<file path="config.mk">
export PLATFORM = sky130hd
export DESIGN_NAME = gencon_calc
export DESIGN_NICKNAME = d
export VERILOG_FILES = /design/src/rtl/gencon_calc.sv
export SDC_FILE = /design/constraint.sdc
export NUM_CORES = 1
export LEC_CHECK = 0
export CAP_MARGIN = 10
export CORE_MARGIN = 3
export CORE_UTILIZATION = 59
export DETAILED_ROUTE_END_ITERATION = 16
export GPL_ROUTABILITY_DRIVEN = 0
export PLACE_DENSITY = 0.84
export REMOVE_ABC_BUFFERS = 1
export SETUP_SLACK_MARGIN = 0.3
export SYNTH_ARGS = -nofsm -noshare
export SYNTH_HDL_FRONTEND = slang
export SYNTH_SLANG_ARGS = --single-unit
</file>
<file path="constraint.sdc">
create_clock -name clk -period 13.26 [get_ports clk]
set_clock_uncertainty 0.2 [all_clocks]
set_input_delay 1.326 -clock clk [delete_from_list [all_inputs] [get_ports clk]]
set_output_delay 1.326 -clock clk [all_outputs]
set_load 0.01 [all_outputs]
</file>
<file path="src/rtl/gencon_calc.sv">
// gencon_calc: sequencing controller and datapath for a signed keypad calculator.
// Ports: clk, nRST (sync, active-high); keypad_input/read_input digit strobe;
//        operator_input command; equal_input level request; complete pulse,
//        display_output operand/result, tb_current_state FSM debug.
// Latency: digit visible next cycle; equal sampled at edge N -> complete after N+1.
// Backpressure: none; every strobe is consumed or dropped in the cycle it arrives.
module gencon_calc #(
  parameter int WIDTH = 16
) (
  input  logic             clk,
  input  logic             nRST,
  input  logic [3:0]       keypad_input,
  input  logic             read_input,
  input  logic [2:0]       operator_input,
  input  logic             equal_input,
  output logic             complete,
  output logic [WIDTH-1:0] display_output,
  output logic [1:0]       tb_current_state
);

  typedef enum logic [1:0] {
    ENTER_A = 2'd0,
    COMPUTE = 2'd1,
    DONE    = 2'd2,
    ENTER_B = 2'd3
  } state_t;

  localparam logic [2:0] OP_SIGN = 3'b001;
  localparam logic [2:0] OP_ADD  = 3'b010;
  localparam logic [2:0] OP_SUB  = 3'b011;
  localparam logic [2:0] OP_MUL  = 3'b100;

  state_t           state_q, state_d;
  logic [WIDTH-1:0] a_mag_q, a_mag_d, b_mag_q, b_mag_d;
  logic             a_neg_q, a_neg_d, b_neg_q, b_neg_d;
  logic [2:0]       op_q, op_d;
  logic [WIDTH-1:0] result_q, result_d;
  // Set once a calculation completes: display keeps the result and the next
  // A digit/toggle starts a fresh operand instead of extending the old one.
  logic             hold_q, hold_d;

  logic                    digit_ok;
  logic                    is_arith;
  logic [WIDTH-1:0]        a_val, b_val;
  logic signed [2*WIDTH-1:0] product;

  // mag*10 + digit, wrapping at WIDTH bits.
  function automatic logic [WIDTH-1:0] mac10(input logic [WIDTH-1:0] mag,
                                             input logic [3:0] key);
    return (mag << 3) + (mag << 1) + WIDTH'(key);
  endfunction

  function automatic logic [WIDTH-1:0] to_signed(input logic [WIDTH-1:0] mag,
                                                 input logic neg);
    return neg ? (~mag + WIDTH'(1)) : mag;
  endfunction

  assign digit_ok = (keypad_input <= 4'd9);
  assign is_arith = (operator_input == OP_ADD) || (operator_input == OP_SUB) ||
                    (operator_input == OP_MUL);
  assign a_val    = to_signed(a_mag_q, a_neg_q);
  assign b_val    = to_signed(b_mag_q, b_neg_q);
  // Operands are extended to 2*WIDTH signed before multiplying.
  assign product  = $signed(a_val) * $signed(b_val);

  always_comb begin
    state_d  = state_q;
    a_mag_d  = a_mag_q;
    a_neg_d  = a_neg_q;
    b_mag_d  = b_mag_q;
    b_neg_d  = b_neg_q;
    op_d     = op_q;
    result_d = result_q;
    hold_d   = hold_q;
    case (state_q)
      ENTER_A: begin
        if (read_input) begin
          if (digit_ok) begin
            a_mag_d = mac10(hold_q ? '0 : a_mag_q, keypad_input);
            if (hold_q) begin
              a_neg_d = 1'b0;
              op_d    = 3'b000;
            end
            hold_d = 1'b0;
          end
        end else if (operator_input == OP_SIGN) begin
          if (hold_q) begin
            a_mag_d = '0;
            op_d    = 3'b000;
          end
          a_neg_d = hold_q ? 1'b1 : ~a_neg_q;
          hold_d  = 1'b0;
        end else if (is_arith) begin
          op_d    = operator_input;
          b_mag_d = '0;
          b_neg_d = 1'b0;
          state_d = ENTER_B;
        end
      end
      ENTER_B: begin
        if (read_input) begin
          if (digit_ok) b_mag_d = mac10(b_mag_q, keypad_input);
        end else if (operator_input == OP_SIGN) begin
          b_neg_d = ~b_neg_q;
        end else if (equal_input) begin
          state_d = COMPUTE;
        end
      end
      COMPUTE: begin
        case (op_q)
          OP_SUB:  result_d = a_val - b_val;
          OP_MUL:  result_d = product[WIDTH-1:0];
          default: result_d = a_val + b_val;
        endcase
        hold_d  = 1'b1;
        state_d = DONE;
      end
      default: state_d = ENTER_A;  // DONE: always back to entry
    endcase
  end

  always_ff @(posedge clk) begin
    if (nRST) begin
      state_q  <= ENTER_A;
      a_mag_q  <= '0;
      a_neg_q  <= 1'b0;
      b_mag_q  <= '0;
      b_neg_q  <= 1'b0;
      op_q     <= 3'b000;
      result_q <= '0;
      hold_q   <= 1'b0;
    end else begin
      state_q  <= state_d;
      a_mag_q  <= a_mag_d;
      a_neg_q  <= a_neg_d;
      b_mag_q  <= b_mag_d;
      b_neg_q  <= b_neg_d;
      op_q     <= op_d;
      result_q <= result_d;
      hold_q   <= hold_d;
    end
  end

  always_comb begin
    case (state_q)
      ENTER_A: display_output = hold_q ? result_q : a_val;
      DONE:    display_output = result_q;
      default: display_output = b_val;  // B entry, and B held while computing
    endcase
  end

  assign complete         = (state_q == DONE);
  assign tb_current_state = state_q;

endmodule

</file>
Word level (Yosys, flattened, before mapping)
Cells that the tools add are included.

storage, ports and cells
  flip-flop bits (word level) = 56
  latch bits = 0
  memory bits (writable) = 0
  memory bits (read-only) = 0
  output and inout bits = 19
  memories kept = 0

cells by class
  $add $sub $neg = 8
  $mul = 1
  divide/modulo/power cells = 0
  $lt $le $gt $ge = 1
  equal/unequal tests = 22
  shifts and indexed selects = 0
  multiplexer cells = 42
  bitwise logic cells = 4
  reduce and logical (&&, ||, !) cells = 16

operators by type and width
  operator                 count
  $mux W16                 12
  $pmux W16 S2             3
  $add A16 B16 Y16         3
  $add A16 B1 Y16 const B  2
  $add A16 B4 Y16          2
  $not A16 Y16             2
  $ne A2 B2 Y1 const B     9
  $reduce_and A6 Y1        3
  $mul A16 B16 Y16         1
  $sub A16 B16 Y16         1
  $mux W3                  5
  $mux W1                  13
  $mux W2                  6
  $eq A3 B2 Y1 const B     3
  $reduce_and A3 Y1        3
  $reduce_and A4 Y1        2
  $reduce_bool A2 Y1       4
  $eq A3 B3 Y1 const B     2
  $ne A3 B3 Y1 const B     2
  $pmux W2 S3              1
  $eq A2 B2 Y1 const B     2
  $le A4 B4 Y1 const B     1
  $ne A2 B1 Y1 const B     2
  $pmux W1 S2              2
  other kinds (6)          8

Longest topological paths before layout
Gate-level depths: netlist of run 1.

  depth in word-level cells = 7
  depth in mapped cells = 30
  depth with buffers taken out = 28

Least setup slack after synthesis of run 1
No wires, ideal clock.

  path type = register -> register
  start = reg b_mag_q[0]
  end = reg result_q[15]
  library setup time = 0.131 ns
  arrival = 6.908 ns
  setup slack = 6.021 ns
  stages on the path, launching flop included = 30
  period minus slack after synthesis = 7.239 ns
  cells stage by stage = dfxtp_1 -> inv_2 -> ha_1 -> or3b_2 -> clkbuf_1 -> o31ai_1 -> xor2_1 -> clkbuf_1 -> nor2_1 -> fa_1 -> inv_1 -> fa_1 -> inv_1 -> ha_1 -> inv_1 -> fa_1 -> inv_1 -> fa_1 -> inv_1 -> fa_1 -> inv_1 -> ha_1 -> or2_2 -> o311a_1 -> o21a_1 -> o21a_1 -> o41a_1 -> xor2_1 -> a211oi_1 -> nor3_1

between the ends
  cells in the longest elaborated chain, start to end = 5
  elaborated cells on any way between the ends = 7
  those cells by class = add/sub: 3; mul: 1; mux: 2; bitwise: 1

RTL lines
  element                                   line  RTL
  start: declaration                        34    logic [WIDTH-1:0] a_mag_q, a_mag_d, b_mag_q, b_mag_d;
  start signal: assignment                  136   b_mag_q <= b_mag_d;
  $not A16 Y16                              55    return neg ? (~mag + WIDTH'(1)) : mag;
  $add A16 B1 Y16                           55
  $mux W16 (*)                              55
  $mul A16 B16 Y16 (tied with other cells)  64    assign product = $signed(a_val) * $signed(b_val);
  $pmux W16 S2 (*)                          110   case (op_q)
  end signal: assignment                    139   result_q <= result_d;
  end: declaration                          37    logic [WIDTH-1:0] result_q, result_d;

Every way passes the cells marked *; elsewhere a longest branch is shown, timed or not.
A chain may end at the register's enable or synchronous reset.

Final worst setup path of run 1
Same ends and word-level chain as after synthesis.

==> summary.txt, run 1 <==
GRT
  • First-pass GRT wire length: 43000 microns
  • All-layer global routing usage: 0.289
  • Initial antenna violation count: 0
  • Vias in the first global route: 8791
  • Largest net degree at the start of global routing: 59
  • Grt total ovfl: 0

Clock tree
  • Worst skew pair latency: just over 0.3 ns
  • Reg clk slew, reported paths: 0.09 ns
  • PostCTS Resize Cnt: 0
  • Clk buf depth: 2
  • Post-CTS Setup Bufs: 0
  • CTS Hold Bufs: 0
  • Clock tree from TritonCTS: yes
  • Htree depth: 2
  • CTS Sinks: 56
  • Total CTS buffers: 5
  • Clock Tree Root: clkbuf_16

Detailed routing
  • Post-DRT Antenna Nets: 0
  • Routed vias/inst: between 5 and 6
  • DRC: 0
  • Final wirelength: roughly 26000 microns
  • DR WL/cell: about 18 microns
  • DR vias: approximately 8700
  • DRT Pass-1 Iters: 8
  • Number of DRC markers in iteration 0: slightly above 700

Critical path
  • Most frequent CP cell: xnor2_1
  • CP peak stage delay: 0.90 ns
  • Kind of critical path: flop to flop
  • Crit end category: flop
  • WP data required: 13.23 ns
  • CP max stage cell: xnor2_1
  • Worst-path fanout max: 17
  • WP data arrival: approximately 7.9 ns
  • Ordered cell list for the critical path: inv_2 -> ha_1 -> or3b_2 -> o41ai_1 -> xnor2_1 -> nand2_1 -> fa_1 -> fa_1 -> inv_1 -> fa_1 -> fa_1 -> inv_1 -> fa_1 -> fa_1 -> xnor2_1 -> xnor2_1 -> xnor2_1 -> xnor2_1 -> xnor2_1 -> xnor2_1 -> xnor3_1 -> xor2_1 -> a211oi_1 -> nor3_1
  • Critical path startpoint category: flop

Run
  • Max-Cap Viols: 0

Yosys
  • Mapped Cells: ~1200
  • Synth Area in XOR/XNOR: 0.110
  • Combinational family with the most area after synthesis: adder cells
  • Cell area after synthesis: around 9800 sq um
  • Distinct cell type count after synthesis: 67
  • Main synth FF type: dfxtp_1
  • Asr flop ratio synth: 0
  • Number of enable flip-flop cells after synthesis: 0
  • Adder-cell area share of the yosys netlist: 0.344
  • Sequential share of the synthesized area: 0.114
  • Post-Synth Simple-Gate Area: 0.177
  • #FFs+latches synth: 56
  • Average cell area after synthesis: between 8 and 9 sq um
  • Synthesis Warnings: 0
  • Complex-gate fraction of the synthesized area: 0.161
  • Mux cell area share after synthesis: 0.00712

STA
  • Endpoints failing hold: 0
  • Upper clock frequency limit: between 100 and 150 MHz
  • Slew @ Worst Pin: approximately 1.1 ns
  • RSZ-0062 raised after global routing: false
  • Relative slew margins: 0.262
  • Tcrit/Tclk final: 0.601
  • Endpoints failing setup: 0
  • Post-route minimum period: between 7 and 8 ns
  • Aggregate negative setup slack: 0 ns
  • Final Max Slew Viols: 0

Finish
  • Final nets: roughly 1500
  • N_diodes: 0
  • Area growth syn-to-layout: 6.75%
  • Layout cells sized above 1: 0.0476
  • Util after Layout: 0.652
  • Fill cell count: 1369
  • Finished layout cell area: 10500 sq um

Placement
  • Dpl cell area: just over 10000 sq um
  • I/O Buffers: 29
  • DP HPWL: between 20000 and 25000 microns

Die
  • Row cnt: between 40 and 50
  • Die X: around 140 microns
  • Vert. Die Dim: 135 microns
  • Starting density of the core: 0.611
  • IO Pins: 30
  • CORE AREA: approximately 16000 sq um
  • Die ar.: 18300 sq um

Power
  • Overall Power: between 0.001 and 0.0015 W
  • PwrDens: 114 nW/um^2
  • Static leakage: 4.99 nW
  • VDD IR-drop max: roughly 0.12 mV

Worst hold path
  • Worst min path class: flop to flop

Status
  • Outcome: finished clean
==> report_power, final <==
part / leakage, nW / switching, W / internal, W
Sequential: 0.455 / 0.0000421 / 0.000200
Combinational: 4.47 / 0.000492 / 0.000313
Clock: 0.0719 / 0.0000749 / 0.0000722
Total: 4.99 / 0.000609 / 0.000585
==> kinds of logic (layout without fill, tap and decap cells) <==
kind of cell               after synthesis  in the layout
and+or+nand+nor                        385            385
AOI/OAI and AO/OA                      224            224
adders and majority gates              220            220
buffers and inverters                  220            230
xor gates and xnor gates               118            118
DFF                                     56             56
muxes                                    7              7
==> stage by stage <==
stage | hold slack (ns) | setup WS (ns) | std cells
3_3_place_gp | 0.274 | 5.52 | 1447
4_1_cts | 0.296 | 5.40 | 1456
2_1_floorplan | 0.254 | 5.95 | 1184
3_5_place_dp | 0.282 | 5.45 | 1448
5_1_grt | 0.317 | 4.93 | 1456
6_report | 0.294 | 5.29 | 1456
==> worst max-delay path, delay by kind of cell (launching register included) <==
| kind | cells | cell delay, ns |
|---|---|---|
| adders and majority gates | 7 | 3.16 |
| xor gates and xnor gates | 9 | 2.35 |
| DFF | 1 | 0.84 |
| and+or+nand+nor | 3 | 0.56 |
| buffers and inverters | 3 | 0.40 |
| AOI/OAI and AO/OA | 2 | 0.33 |
==> routing by layer <==
layer	global-route usage	wire [microns]
met2	0.480	11700
met4	0.153	1370
met1	0.371	10400
met5	0	0
met3	0.0338	2110
==> cells in the mapped netlist (3+ instances only) <==
master / number / area (sq um)
a211oi_1: 19 / 143
a21boi_0: 7 / 52.6
a21o_1: 13 / 97.6
a21oi_1: 46 / 230
a222oi_1: 6 / 60.1
a22oi_1: 19 / 143
a31oi_1: 5 / 31.3
a41oi_1: 4 / 35.0
and2_1: 16 / 100
and3_1: 3 / 18.8
buf_1: 3 / 11.3
buf_2: 4 / 20.0
clkbuf_1: 36 / 135
dfxtp_1: 56 / 1120
fa_1: 84 / 1680
ha_1: 136 / 1700
inv_1: 169 / 634
inv_2: 3 / 11.3
mux2i_1: 7 / 70.1
nand2_1: 110 / 413
nand2b_1: 9 / 56.3
nand3_1: 16 / 80.1
nor2_1: 149 / 559
nor2b_1: 21 / 131
nor3_1: 27 / 135
nor4_1: 4 / 25.0
nor4b_1: 3 / 26.3
o2111ai_1: 3 / 26.3
o21a_1: 10 / 75.1
o21ai_0: 38 / 190
o21bai_1: 9 / 67.6
o221ai_1: 5 / 43.8
o31ai_1: 7 / 52.6
o41ai_1: 10 / 87.6
o41ai_2: 4 / 65.1
or2_2: 7 / 43.8
or3_1: 4 / 25.0
or4_1: 5 / 37.5
or4_4: 3 / 33.8
xnor2_1: 78 / 683
xor2_1: 34 / 298
xor2_2: 3 / 48.8
==> sequential cells by signal, summed over array words and instances (netlist names) <==
register / cells
result_q: 16
a_mag_q: 16
a_neg_q: 1
b_mag_q: 16
b_neg_q: 1
hold_q: 1
tb_current_state: 2
op_q: 3
==> placed cells by master (no fill, tap or decap), types with 9 or more instances in the layout <==
master	count
inv_1	169
nor3_1	27
xor2_1	34
o21ai_0	38
o21a_1	10
xnor2_1	77
nor2_1	149
a21oi_1	46
buf_4	18
fa_1	84
nand2_1	110
o41ai_1	10
a21o_1	13
o21bai_1	9
nand2b_1	9
ha_1	136
nor2b_1	21
clkdlybuf4s50_1	28
and2_1	16
a22oi_1	19
a211oi_1	19
nand3_1	16
dfxtp_1	56
==> final timing paths <==
kind,slack [ns],end,start,cells after the start
setup / recovery,5.29,result_q[15]$_SDFFE_PP0P_,b_mag_q[0]$_SDFFE_PP0P_,24
hold / removal,0.29,result_q[1]$_SDFFE_PP0P_,result_q[1]$_SDFFE_PP0P_,2
setup reg to reg,5.29,result_q[15]$_SDFFE_PP0P_,b_mag_q[0]$_SDFFE_PP0P_,24
hold reg to reg,0.29,result_q[1]$_SDFFE_PP0P_,result_q[1]$_SDFFE_PP0P_,2
==> layout make-up <==
| cell class | instances | area (sq um) | share of cell area |
|---|---|---|---|
| Clock buffer | 5 | 125 | 0.0119 |
| Clock inverter | 3 | 27.5 | 0.00262 |
| Inverter | 174 | 653 | 0.0622 |
| Multi-Input combinational cell | 954 | 7890 | 0.750 |
| Sequential cell | 56 | 1120 | 0.107 |
| Tap cell | 216 | 270 | 0.0257 |
| Timing Repair Buffer | 48 | 425 | 0.0405 |
Note: power is estimated with default switching activity, not from simulation.
==> run 2: changes to the inputs <==
Settings changed: CORE_UTILIZATION 59 to 58, PLACE_DENSITY 0.84 to 0.86.
Clock period 13.26 ns to 6.62 ns, I/O delays scaled along.
==> run 2 against run 1 <==
The run now ends with negative setup slack left. Maximum frequency rose by 17%. Global-route usage rose by 4.2 points. Combinational power rose by 140%. Cell area rose by 11%. Utilization rose by 6.8 points. Critical endpoint unchanged. Die area rose by 1.6%. Critical path depth rose by 3. Routed wire length rose by 20%. Non-clock buffer count rose by 100. Critical path type unchanged. Largest power group unchanged.
==> summary.txt, run 2 (synthesis results as in run 1) <==
Status
  • Outcome: finished, violations left (was finished clean)
  • Violated checks: negative setup slack

Die
  • Die ar.: 18600 sq um (was 18300 sq um)
  • Row cnt: 46 (unchanged)
  • IO Pins: 30 (unchanged)
  • Starting density of the core: 0.606 (was 0.611)
  • Die X: 136 microns (was 135 microns)
  • Vert. Die Dim: 136 microns (was 135 microns)
  • CORE AREA: 16200 sq um (was 16100 sq um)

GRT
  • All-layer global routing usage: 0.331 (was 0.289)
  • First-pass GRT wire length: 48600 microns (was 43000 microns)
  • Met3 Usage GRT: 0.0677 (was 0.0338)
  • Vias in the first global route: 9601 (was 8791)
  • GRT met2 Usage: 0.560 (was 0.480)
  • Grt met1 use: 0.408 (was 0.371)
  • Largest net degree at the start of global routing: 59 (unchanged)
  • Grt total ovfl: 0 (unchanged)
  • GR peak layer: met2 (unchanged)
  • Initial antenna violation count: 0 (unchanged)

Critical path
  • WP data arrival: 6.80 ns (was 7.94 ns)
  • WP data required: 6.60 ns (was 13.23 ns)
  • CP peak stage delay: 0.53 ns (was 0.90 ns)
  • Critical path startpoint category: flop (unchanged)
  • Critical path depth: 27 (was 24)
  • Crit end category: flop (unchanged)
  • Worst-path fanout max: 5 (was 17)
  • R2r setup slk: -0.21 ns (was 5.29 ns)
  • Worst R2R Path Depth: 27 (was 24)
  • Worst R2R End: result_q[15]$_SDFFE_PP0P_ (unchanged)
  • Critical path's top delay family: adder cells (unchanged)
  • Kind of critical path: flop to flop (unchanged)
  • CP max stage cell: fa_1 (was xnor2_1)
  • Crit path buffers/inverters: 6 (was 3)
  • R2r startpoint: a_mag_q[0]$_SDFFE_PP0P_ (was b_mag_q[0]$_SDFFE_PP0P_)

Detailed routing
  • DR WL/cell: 19.8 microns (was 17.6 microns)
  • DRT Pass-1 Iters: 9 (was 8)
  • Routed vias/inst: 6.20 (was 5.96)
  • DRC: 0 (unchanged)
  • Final wirelength: 30700 microns (was 25600 microns)
  • Number of DRC markers in iteration 0: 986 (was 721)
  • DR vias: 9647 (was 8674)
  • Post-DRT Antenna Nets: 0 (unchanged)

Worst hold path
  • Worst min path class: flop to flop (unchanged)
  • HP Start: result_q[1]$_SDFFE_PP0P_ (unchanged)
  • Hold Path End: result_q[1]$_SDFFE_PP0P_ (unchanged)
  • Hold path cells: 2 (unchanged)

Clock tree
  • Clk buf depth: 2 (unchanged)
  • CTS Sinks: 56 (unchanged)
  • Reg clk slew, reported paths: 0.08 ns (was 0.09 ns)
  • Worst skew pair latency: 0.32 ns (was 0.31 ns)
  • CTS Hold Bufs: 0 (unchanged)
  • Clock Tree Root: clkbuf_16 (unchanged)
  • Htree depth: 2 (unchanged)
  • Clock tree from TritonCTS: yes (unchanged)
  • Total CTS buffers: 5 (unchanged)

STA
  • Endpoints failing setup: 3 (was 0)
  • Final worst slack: -0.205 ns (was 5.29 ns)
  • Endpoints failing hold: 0 (unchanged)
  • RSZ-0062 raised after global routing: true (was false)
  • Post-route minimum period: 6.83 ns (was 7.97 ns)
  • Relative slew margins: 0.311 (was 0.262)
  • Aggregate negative setup slack: -0.289 ns (was 0 ns)
  • Final Max Slew Viols: 0 (unchanged)
  • Upper clock frequency limit: 147 MHz (was 125 MHz)
  • Slew @ Worst Pin: 1.03 ns (was 1.10 ns)
  • Tcrit/Tclk final: 1.03 (was 0.601)

Power
  • Switching part of the total: 0.507 (was 0.510)
  • Overall Power: 0.00270 W (was 0.00119 W)
  • NetSw: 0.00137 W (was 0.000609 W)
  • PwrDens: 231 nW/um^2 (was 114 nW/um^2)
  • VDD IR-drop max: 0.225 mV (was 0.120 mV)
  • Int Pwr: 0.00133 W (was 0.000585 W)
  • Clock power share: 0.120 (was 0.123)
  • Static leakage: 5.59 nW (was 4.99 nW)
  • Combinational power share: 0.705 (was 0.674)
  • Sequential power share: 0.175 (was 0.203)

Placement
  • I/O Buffers: 29 (unchanged)
  • DP HPWL: 22500 microns (was 20300 microns)

Finish
  • Most frequent cells in the layout: inv_1 (157), nor2_1 (141), ha_1 (123) (was inv_1 (169), nor2_1 (149), ha_1 (136))
  • N_diodes: 0 (unchanged)
  • Layout cells sized above 1: 0.166 (was 0.0476)
  • Commonest non-fill, non-tap cell in the layout: inv_1 (unchanged)
  • Area growth syn-to-layout: 18.8% (was 6.75%)
  • Regs by FF count: a_mag_q (16), b_mag_q (16), result_q (16) (unchanged)
  • Util after Layout: 0.720 (was 0.652)
  • Final nets: 1570 (was 1470)

Run
  • Max-Cap Viols: 0 (unchanged)
run 2: worst reg2reg max path, cell delays in order, from the launching register on:
cell and delay [ns]:
dfxtp_1 0.34, or2_2 0.33, buf_4 0.16, o21ai_1 0.20, xor2_1 0.24, buf_4 0.21, clkinv_2 0.11, nand2_1 0.09
fa_1 0.43, inv_1 0.09, ha_1 0.26, ha_2 0.20, fa_1 0.48, ha_1 0.29, inv_1 0.05, fa_1 0.53
inv_1 0.05, ha_1 0.33, a21oi_4 0.20, nor2b_4 0.06, o21a_1 0.19, o311a_1 0.38, o21a_1 0.22, o21a_1 0.23
o41a_1 0.37, xor2_1 0.17, a211oi_2 0.18, nor3_1 0.06
run 2: final cells by class:
class,instances,area (sq um)
tap,216,270
fill,1172,4540
inverter,174,654
clock inverter,3,42.5
sequential,56,1120
multi-input combinational,954,8230
clock buffer,5,125
timing repair buffer,148,1240
run 2: what timing repair did:
item                                    CTS  global route
setup buffers                            14             4
hold endpoints to repair                  0             0
endpoints found under the setup margin    5             5
gates resized for setup                  79            14
pin swaps                                69            16
run 2: worst max-delay path by stage:
stage | from | end | slack (ns)
2_1_floorplan | b_mag_q[0]$_SDFFE_PP0P_ | result_q[15]$_SDFFE_PP0P_ | -0.69
4_1_cts | b_mag_q[0]$_SDFFE_PP0P_ | result_q[15]$_SDFFE_PP0P_ | -0.04
3_5_place_dp | b_mag_q[1]$_SDFFE_PP0P_ | result_q[15]$_SDFFE_PP0P_ | -0.36
3_3_place_gp | b_mag_q[1]$_SDFFE_PP0P_ | result_q[15]$_SDFFE_PP0P_ | -0.19
6_report | a_mag_q[0]$_SDFFE_PP0P_ | result_q[15]$_SDFFE_PP0P_ | -0.21
5_1_grt | b_mag_q[0]$_SDFFE_PP0P_ | result_q[15]$_SDFFE_PP0P_ | -0.41
run 2: metrics by stage:
step / area [sq um] / setup slack [ns] / instances / hold WS (ns)
after floorplan: 9650 / -0.689 / 1184 / 0.254
after global placement: 11000 / -0.190 / 1530 / 0.275
after detailed placement: 11000 / -0.364 / 1530 / 0.280
after CTS: 11600 / -0.0396 / 1552 / 0.290
after global routing: 11700 / -0.412 / 1556 / 0.313
final: 11700 / -0.205 / 1556 / 0.288
run 2: routing by layer:
layer / up-vias / wire length, microns
met5: - / 0
met4: 0 / 1960
met3: 189 / 3370
met2: 604 / 14200
met1: 4539 / 11200
li1: 4315 / -
run 2: power groups by stage:
stage	registers (W)	clock network (W)	logic, W
floorplan	0.000463	0	0.00112
global route	0.000477	0.000333	0.00203
finish	0.000472	0.000325	0.00190
CTS	0.000465	0.000321	0.00179
detailed placement	0.000471	0	0.00175
global placement	0.000470	0	0.00169
==> run 3: changes to the inputs <==
Settings changed: CORE_UTILIZATION 58 to 37, PLACE_DENSITY 0.86 to 0.61.
==> run 3 against run 2 <==
The flow still finishes with violations (negative setup slack). Combinational power is 2% lower. Via count fell by 8.1%. Die area is 54% higher. Register-to-register slack improved by 0.17 ns. Count of clock-buffer cells in the layout did not move. Sequential power is 2% lower. Non-clock buffer count is 4 higher. Routed wire length fell by 5.4%. Hold slack gained 0.0036 ns. First-iteration DRC count fell by 35%. Final cell count grew 7.8%. Critical path depth is 1 lower. Critical path type unchanged. Largest power group unchanged. Highest routed layer unchanged.
==> summary.txt, run 3 (synthesis results as in run 1) <==
Worst hold path
  • HP Start: result_q[13]$_SDFFE_PP0P_ (was result_q[1]$_SDFFE_PP0P_)
  • Hold path cells: 2 (unchanged)
  • Hold Path End: result_q[13]$_SDFFE_PP0P_ (was result_q[1]$_SDFFE_PP0P_)
  • Worst min path class: flop to flop (unchanged)

STA
  • Aggregate negative setup slack: -0.0339 ns (was -0.289 ns)
  • Final worst slack: -0.0339 ns (was -0.205 ns)
  • Slew @ Worst Pin: 1.01 ns (was 1.03 ns)
  • Post-route minimum period: 6.65 ns (was 6.83 ns)
  • RSZ-0062 raised after global routing: true (unchanged)
  • Endpoints failing setup: 1 (was 3)
  • Endpoints failing hold: 0 (unchanged)
  • Upper clock frequency limit: 150 MHz (was 147 MHz)
  • Tcrit/Tclk final: 1.01 (was 1.03)
  • Final Max Slew Viols: 0 (unchanged)
  • Relative slew margins: 0.325 (was 0.311)

Detailed routing
  • Post-DRT Antenna Nets: 0 (unchanged)
  • DRT Pass-1 Iters: 5 (was 9)
  • Number of DRC markers in iteration 0: 639 (was 986)
  • DR vias: 8864 (was 9647)
  • Routed vias/inst: 5.28 (was 6.20)
  • DRC: 0 (unchanged)
  • DR WL/cell: 17.3 microns (was 19.8 microns)
  • Final wirelength: 29100 microns (was 30700 microns)

Power
  • VDD IR-drop max: 0.245 mV (was 0.225 mV)
  • Static leakage: 5.62 nW (was 5.59 nW)
  • PwrDens: 227 nW/um^2 (was 231 nW/um^2)

Die
  • Starting density of the core: 0.377 (was 0.606)
  • IO Pins: 30 (unchanged)
  • Vert. Die Dim: 169 microns (was 136 microns)
  • CORE AREA: 26100 sq um (was 16200 sq um)
  • Die ar.: 28600 sq um (was 18600 sq um)
  • Die X: 169 microns (was 136 microns)
  • Row cnt: 59 (was 46)

Clock tree
  • Worst skew pair latency: 0.32 ns (about the same)
  • Clock tree from TritonCTS: yes (unchanged)
  • Total CTS buffers: 5 (unchanged)
  • Clk buf depth: 2 (unchanged)
  • Htree depth: 2 (unchanged)
  • CTS Hold Bufs: 0 (unchanged)
  • CTS Sinks: 56 (unchanged)
  • Clock Tree Root: clkbuf_16 (unchanged)
  • Reg clk slew, reported paths: 0.07 ns (was 0.08 ns)

GRT
  • Initial antenna violation count: 0 (unchanged)
  • Grt total ovfl: 0 (unchanged)
  • GRT met2 Usage: 0.330 (was 0.560)
  • Grt met1 use: 0.281 (was 0.408)
  • All-layer global routing usage: 0.205 (was 0.331)
  • Met3 Usage GRT: 0.0348 (was 0.0677)
  • First-pass GRT wire length: 46700 microns (was 48600 microns)
  • Largest net degree at the start of global routing: 59 (unchanged)
  • GR peak layer: met2 (unchanged)
  • Vias in the first global route: 8836 (was 9601)

Placement
  • I/O Buffers: 29 (unchanged)
  • Dpl cell area: 11200 sq um (was 11000 sq um)
  • Placed Instances: 1659 (was 1530)
  • Worst slack, placed: -0.289 ns (was -0.364 ns)
  • DP HPWL: 23100 microns (was 22500 microns)

Critical path
  • R2r startpoint: b_mag_q[0]$_SDFFE_PP0P_ (was a_mag_q[0]$_SDFFE_PP0P_)
  • Worst-path fanout max: 5 (unchanged)
  • Critical path startpoint category: flop (unchanged)
  • WP data required: 6.58 ns (was 6.60 ns)
  • Worst R2R Path Depth: 26 (was 27)
  • Worst R2R End: result_q[15]$_SDFFE_PP0P_ (unchanged)
  • Crit end category: flop (unchanged)
  • R2r setup slk: -0.03 ns (was -0.21 ns)
  • WP data arrival: 6.62 ns (was 6.80 ns)
  • Kind of critical path: flop to flop (unchanged)

Finish
  • Finished layout cell area: 11800 sq um (was 11700 sq um)
  • Commonest non-fill, non-tap cell in the layout: inv_1 (unchanged)
  • Fill cell count: 2611 (was 1172)
  • Regs by FF count: a_mag_q (16), b_mag_q (16), result_q (16) (unchanged)
  • Layout cells sized above 1: 0.158 (was 0.166)
  • Area growth syn-to-layout: 19.9% (was 18.8%)
  • N_diodes: 0 (unchanged)
  • Final nets: 1574 (was 1570)
  • Most frequent cells in the layout: inv_1 (159), nor2_1 (144), ha_1 (127) (was inv_1 (157), nor2_1 (141), ha_1 (123))
  • Layout Cells excl Fill: 1678 (was 1556)

Status
  • Violated checks: negative setup slack (unchanged)
  • Outcome: finished, violations left (unchanged)

Run
  • Max-Cap Viols: 0 (unchanged)
-- run 3: cell types whose count changed in the layout (fill, tap and decap cells not counted), sizes merged --
| cell | delta |
|---|---|
| clkinvlp | -1 |
| clkinv | -1 |
| bufinv | +1 |
| buf | +4 |
-- run 3: timing repair --
action / CTS / global route
setup endpoints to repair: 5 / 5
buffers inserted: 10 / 2
pin swaps: 35 / 12
resized for setup: 56 / 13
gates cloned: 0 / 0
-- run 3: worst max path at each step --
stage          slack, ns  depth (start not counted)               startpoint                   endpoint
5_1_grt            -0.31                         26  b_mag_q[0]$_SDFFE_PP0P_  result_q[15]$_SDFFE_PP0P_
2_1_floorplan      -0.69                         27  b_mag_q[0]$_SDFFE_PP0P_  result_q[15]$_SDFFE_PP0P_
4_1_cts            -0.04                         26  b_mag_q[0]$_SDFFE_PP0P_  result_q[15]$_SDFFE_PP0P_
3_5_place_dp       -0.29                         28  b_mag_q[1]$_SDFFE_PP0P_  result_q[15]$_SDFFE_PP0P_
3_3_place_gp       -0.24                         28  b_mag_q[1]$_SDFFE_PP0P_  result_q[15]$_SDFFE_PP0P_
6_report           -0.03                         26  b_mag_q[0]$_SDFFE_PP0P_  result_q[15]$_SDFFE_PP0P_
-- run 3: worst max-delay path, cell delays in order, from the launching register on --
cell and delay [ns]:
dfxtp_2 0.34, inv_2 0.08, ha_4 0.13, or3b_4 0.40, o31ai_4 0.19, xor2_1 0.09
buf_4 0.17, buf_6 0.13, or2_2 0.28, fa_1 0.45, fa_1 0.49, inv_1 0.05
fa_1 0.48, fa_1 0.54, inv_1 0.05, fa_1 0.46, fa_2 0.37, xnor2_2 0.14
xnor2_1 0.13, xnor2_1 0.14, xnor2_1 0.21, xnor2_1 0.16, xnor2_1 0.15, xnor3_1 0.24
xor2_1 0.15, a211oi_1 0.20, nor3_1 0.09
-- run 3: per-layer routing --
metal / part of all wire / up-vias
li1: - / 4327
met1: 0.44 / 4192
met2: 0.45 / 300
met3: 0.074 / 45
met4: 0.028 / 0
met5: 0 / -
-- run 3: area by class of cell --
cell class	instances	area, sq um	share of cell area
tap	335	419	0.0355
clock buffer	5	125	0.0106
multi-input combinational	954	8160	0.692
sequential	56	1120	0.0953
timing repair buffer	152	1260	0.106
inverter	174	653	0.0554
clock inverter	2	60.1	0.00509
-- run 3: metrics by stage --
stage	hold slack [ns]	total power (W)	util
floorplan	0.254	0.00158	-
global placement	0.276	0.00225	0.429
detailed placement	0.280	0.00226	0.429
CTS	0.291	0.00265	0.449
global route	0.317	0.00287	0.451
finish	0.292	0.00268	0.451
-- run 3: where the power goes --
group          switching (W)  total [W]  internal (W)
Clock               0.000140   0.000356      0.000215
Sequential         0.0000632   0.000464      0.000401
Combinational        0.00111    0.00186      0.000755
==> RTL edit 1 (settings of run 3) <==
Register the output `complete`, without a reset; this adds one clock of latency there. The other outputs are not delayed to match. Comments in the files are not updated.
--- a/src/rtl/gencon_calc.sv
+++ b/src/rtl/gencon_calc.sv
@@ -150,5 +150,7 @@
   end
 
-  assign complete         = (state_q == DONE);
+  always_ff @(posedge clk) begin
+    complete <= (state_q == DONE);
+  end
   assign tb_current_state = state_q;
 
Formal check against the unedited RTL: not equivalent (Yosys sat finds a counterexample within 4 cycles, from zero or initial values and one cycle with nRST high).
==> RTL edit 1 against run 3 <==
Total power up 14%; sequential cell count increased by 1; setup slack better by 0.058 ns; synthesized area up 0.17%; sequential share of layout area fell by 0.19 points; global-route usage rose by 1.0 points; design area grew 3.9%; wire length increased by 5.5%; final cell count up 3.0%; largest power group unchanged.
==> RTL edit 1: results <==
group,metric,value,unit
run_status,status,"finished clean",
synth,synthTopCellsByCount,"176 x inv_1, 154 x nor2_1, 136 x ha_1",
route,via_count,9211,
synth,synth_xor_area_share,10.9,%
synth,synth_area_leaders,"ha_1 17%, fa_1 17%, dfxtp_1 12%, xnor2_1 6.9%, inv_1 6.7%",
finish,multi_input_area_share,67.6,%
critical_path,slowest_delay,0.61,ns
placement,hpwl,23600,µm
global_route,grt_max_degree,58,
route,wl_met3,2220,µm
pwr,p_comb_share,68.0,%
placement,placement.cell_area,11300,µm²
finish,nClkBuffers,12,
timing,worst_pin_slew,1.15,ns
pwr,leakage,5.82,nW
route,drtPass1Iterations,6,
critical_path,startpoint,"b_mag_q[1]$_SDFFE_PP0P_",
global_route,grt.total_usage,21.6,%
critical_path,cp_max_fo,6,
finish,fillers,2593,
finish,finalInstanceArea,12300,µm²
route,vias_per_cell,5.33,
clock_network,cts_resized,53,
synth,synth_area_per_cell,7.91,µm²
critical_path,reg2reg_setup_slack,0.02,ns
finish,clk_share,2.51,%
global_route,grt_util_met3,4.61,%
synth,synthAdderAreaFrac,34.3,%
clock_network,clkLatencyLatePin,0.35,ns
synth,ys_seq_area_share,11.6,%
finish,bufAreaShareNonClock,11.6,%
finish,final_nets,1620,
clock_network,cts_setup_buffers,21,
clock_network,cts_buffers,9,
route,dr.first_iter.drc_count,678,
pwr,seqPwrFrac,15.6,%
critical_path,slowest_stage,"or4_4",
synth,ys_types,71,
finish,n_all_buffers,176,
timing,holdWs,0.287,ns
finish,num-nonclk-inverters,180,
timing,min_period,6.60,ns
global_route,grt_use_met1,29.0,%
placement,dp.cells,1690,
finish,seq_share,9.34,%
synth,synth_compound_area_share,15.3,%
pwr,p_sw,1.49,mW
==> RTL edit 1: cell count changes after synthesis, moves of 5 or more <==
| cell | change |
|---|---|
| nand2_1 | +17 |
| a22oi_1 | -7 |
| inv_1 | +7 |
| or3_1 | +7 |
| o21a_1 | -6 |
| nor2_1 | +5 |
| nor3_1 | -5 |
==> RTL edit 1: path summary, 6_finish.rpt <==
kind,to,cells past startpoint
setup / recovery,result_q[15]$_SDFFE_PP0P_,23
hold / removal,result_q[1]$_SDFFE_PP0P_,2
setup reg to reg,result_q[15]$_SDFFE_PP0P_,23
hold reg to reg,result_q[1]$_SDFFE_PP0P_,2
==> RTL edit 1: per-stage QoR <==
step	TNS [ns]	power (mW)
after global routing	-0.331	3.28
after global placement	-0.0853	2.43
after floorplan	-1.61	1.67
after CTS	0	3.00
final	0	3.05
after detailed placement	-0.720	2.45
==> RTL edit 2 (config.mk and constraints of run 3) <==
Without the edit above. `WIDTH`: 16 -> 24.
--- a/src/rtl/gencon_calc.sv
+++ b/src/rtl/gencon_calc.sv
@@ -6,5 +6,5 @@
 // Backpressure: none; every strobe is consumed or dropped in the cycle it arrives.
 module gencon_calc #(
-  parameter int WIDTH = 16
+  parameter int WIDTH = 24
 ) (
   input  logic             clk,
Ports: changed (resized display_output); port bits go from 30 to 38. The function was not compared with the original's and may differ.
==> RTL edit 2 against run 3 <==
The flow still finishes with violations (negative setup slack); clock power rose by 61%; setup slack got worse by 1.5 ns; wire length increased by 100%; global-route usage up 3.0 points; synthesized area rose by 78%; utilization up 2.6 points; total power up 90%; fmax decreased by 18%; sequential cell count is 24 higher; design area rose by 89%; via count up 89%; largest power group unchanged.
==> RTL edit 2: results <==
group,metric,value,unit
critical_path,slowest_stage,"or4_4",
route,top_layer_used,"met5",
synth,synthMuxAreaShare,0.399,%
finish,multi_input_area_share,67.7,%
critical_path,cp_max_fo,3,
finish,clk_share,1.39,%
timing,setup_violations,13,
global_route,grt_pass1_vias,17200,
route,wl_met1,24400,µm
timing,fin_ws,-1.51,ns
clock_network,htree_levels,3,
run_status,violations,"negative setup slack",
finish,num-nonclk-inverters,332,
finish,final_cells,3118,
route,drtPass1Iterations,6,
finish,final_nets,2950,
finish,fillers,4485,
global_route,grt_use_met1,30.3,%
placement,hpwl,46700,µm
synth,ys_ff_latch,80,
timing,relSlewSlack,20.9,%
global_route,grt_pass1_wl,92100,µm
finish,regArea,1610,µm²
global_route,grt_max_degree,66,
synth,synth_compound_area_share,14.4,%
finish,drive_gt1_share,22.1,%
pwr,ir_worst_vdd,0.000315,V
run_status,status,"complete, but fails checks",
route,vias_per_cell,5.38,
route,dr.first_iter.drc_count,1348,
synth,ys_types,69,
global_route,grt.total_usage,23.5,%
==> RTL edit 2: cell count changes in the layout (fill, tap and decap cells not counted), sizes merged, moves of 24 or more <==
cell,delta
fa,+133
ha,+80
inv,+160
xor2,+38
a21oi,+34
dfxtp,+24
xnor2,+37
o21ai,+29
nand2,+59
nor2,+179
buf,+235
==> RTL edit 2: stage by stage <==
step           cell area, µm²  power, mW  TNS (ns)  utilization (%)
2_1_floorplan           17200       2.56    -17.20                -
3_3_place_gp            20800       3.99    -16.26             44.5
3_5_place_dp            20800       4.04    -17.55             44.5
4_1_cts                 22000       4.91    -11.31             47.0
5_1_grt                 22300       5.39    -15.91             47.7
6_report                22300       5.09    -12.75             47.7
==> RTL edit 2: what timing repair did <==
item / 4_1_cts / 5_1_grt
hold buffers: 0 / 0
buffers inserted: 37 / 11
setup endpoints to repair: 15 / 15
resized for setup: 143 / 67
pin swaps: 88 / 82
==> RTL edit 2: path summary, 6_finish.rpt <==
kind | cells after the start | slack (ns) | to | from
worst max register to register | 29 | -1.51 | result_q[23]$_SDFFE_PP0P_ | a_mag_q[9]$_SDFFE_PP0P_
worst max-delay path | 29 | -1.51 | result_q[23]$_SDFFE_PP0P_ | a_mag_q[9]$_SDFFE_PP0P_
worst min register to register | 2 | 0.29 | result_q[7]$_SDFFE_PP0P_ | result_q[7]$_SDFFE_PP0P_
worst min-delay path | 2 | 0.29 | result_q[7]$_SDFFE_PP0P_ | result_q[7]$_SDFFE_PP0P_
==> RTL edit 2: power breakdown <==
group / total [mW] / internal (mW) / switching, mW
Combinational: 3.87 / 1.61 / 2.26
Sequential: 0.652 / 0.574 / 0.0778
Clock: 0.573 / 0.300 / 0.272
Total: 5.09 / 2.49 / 2.61
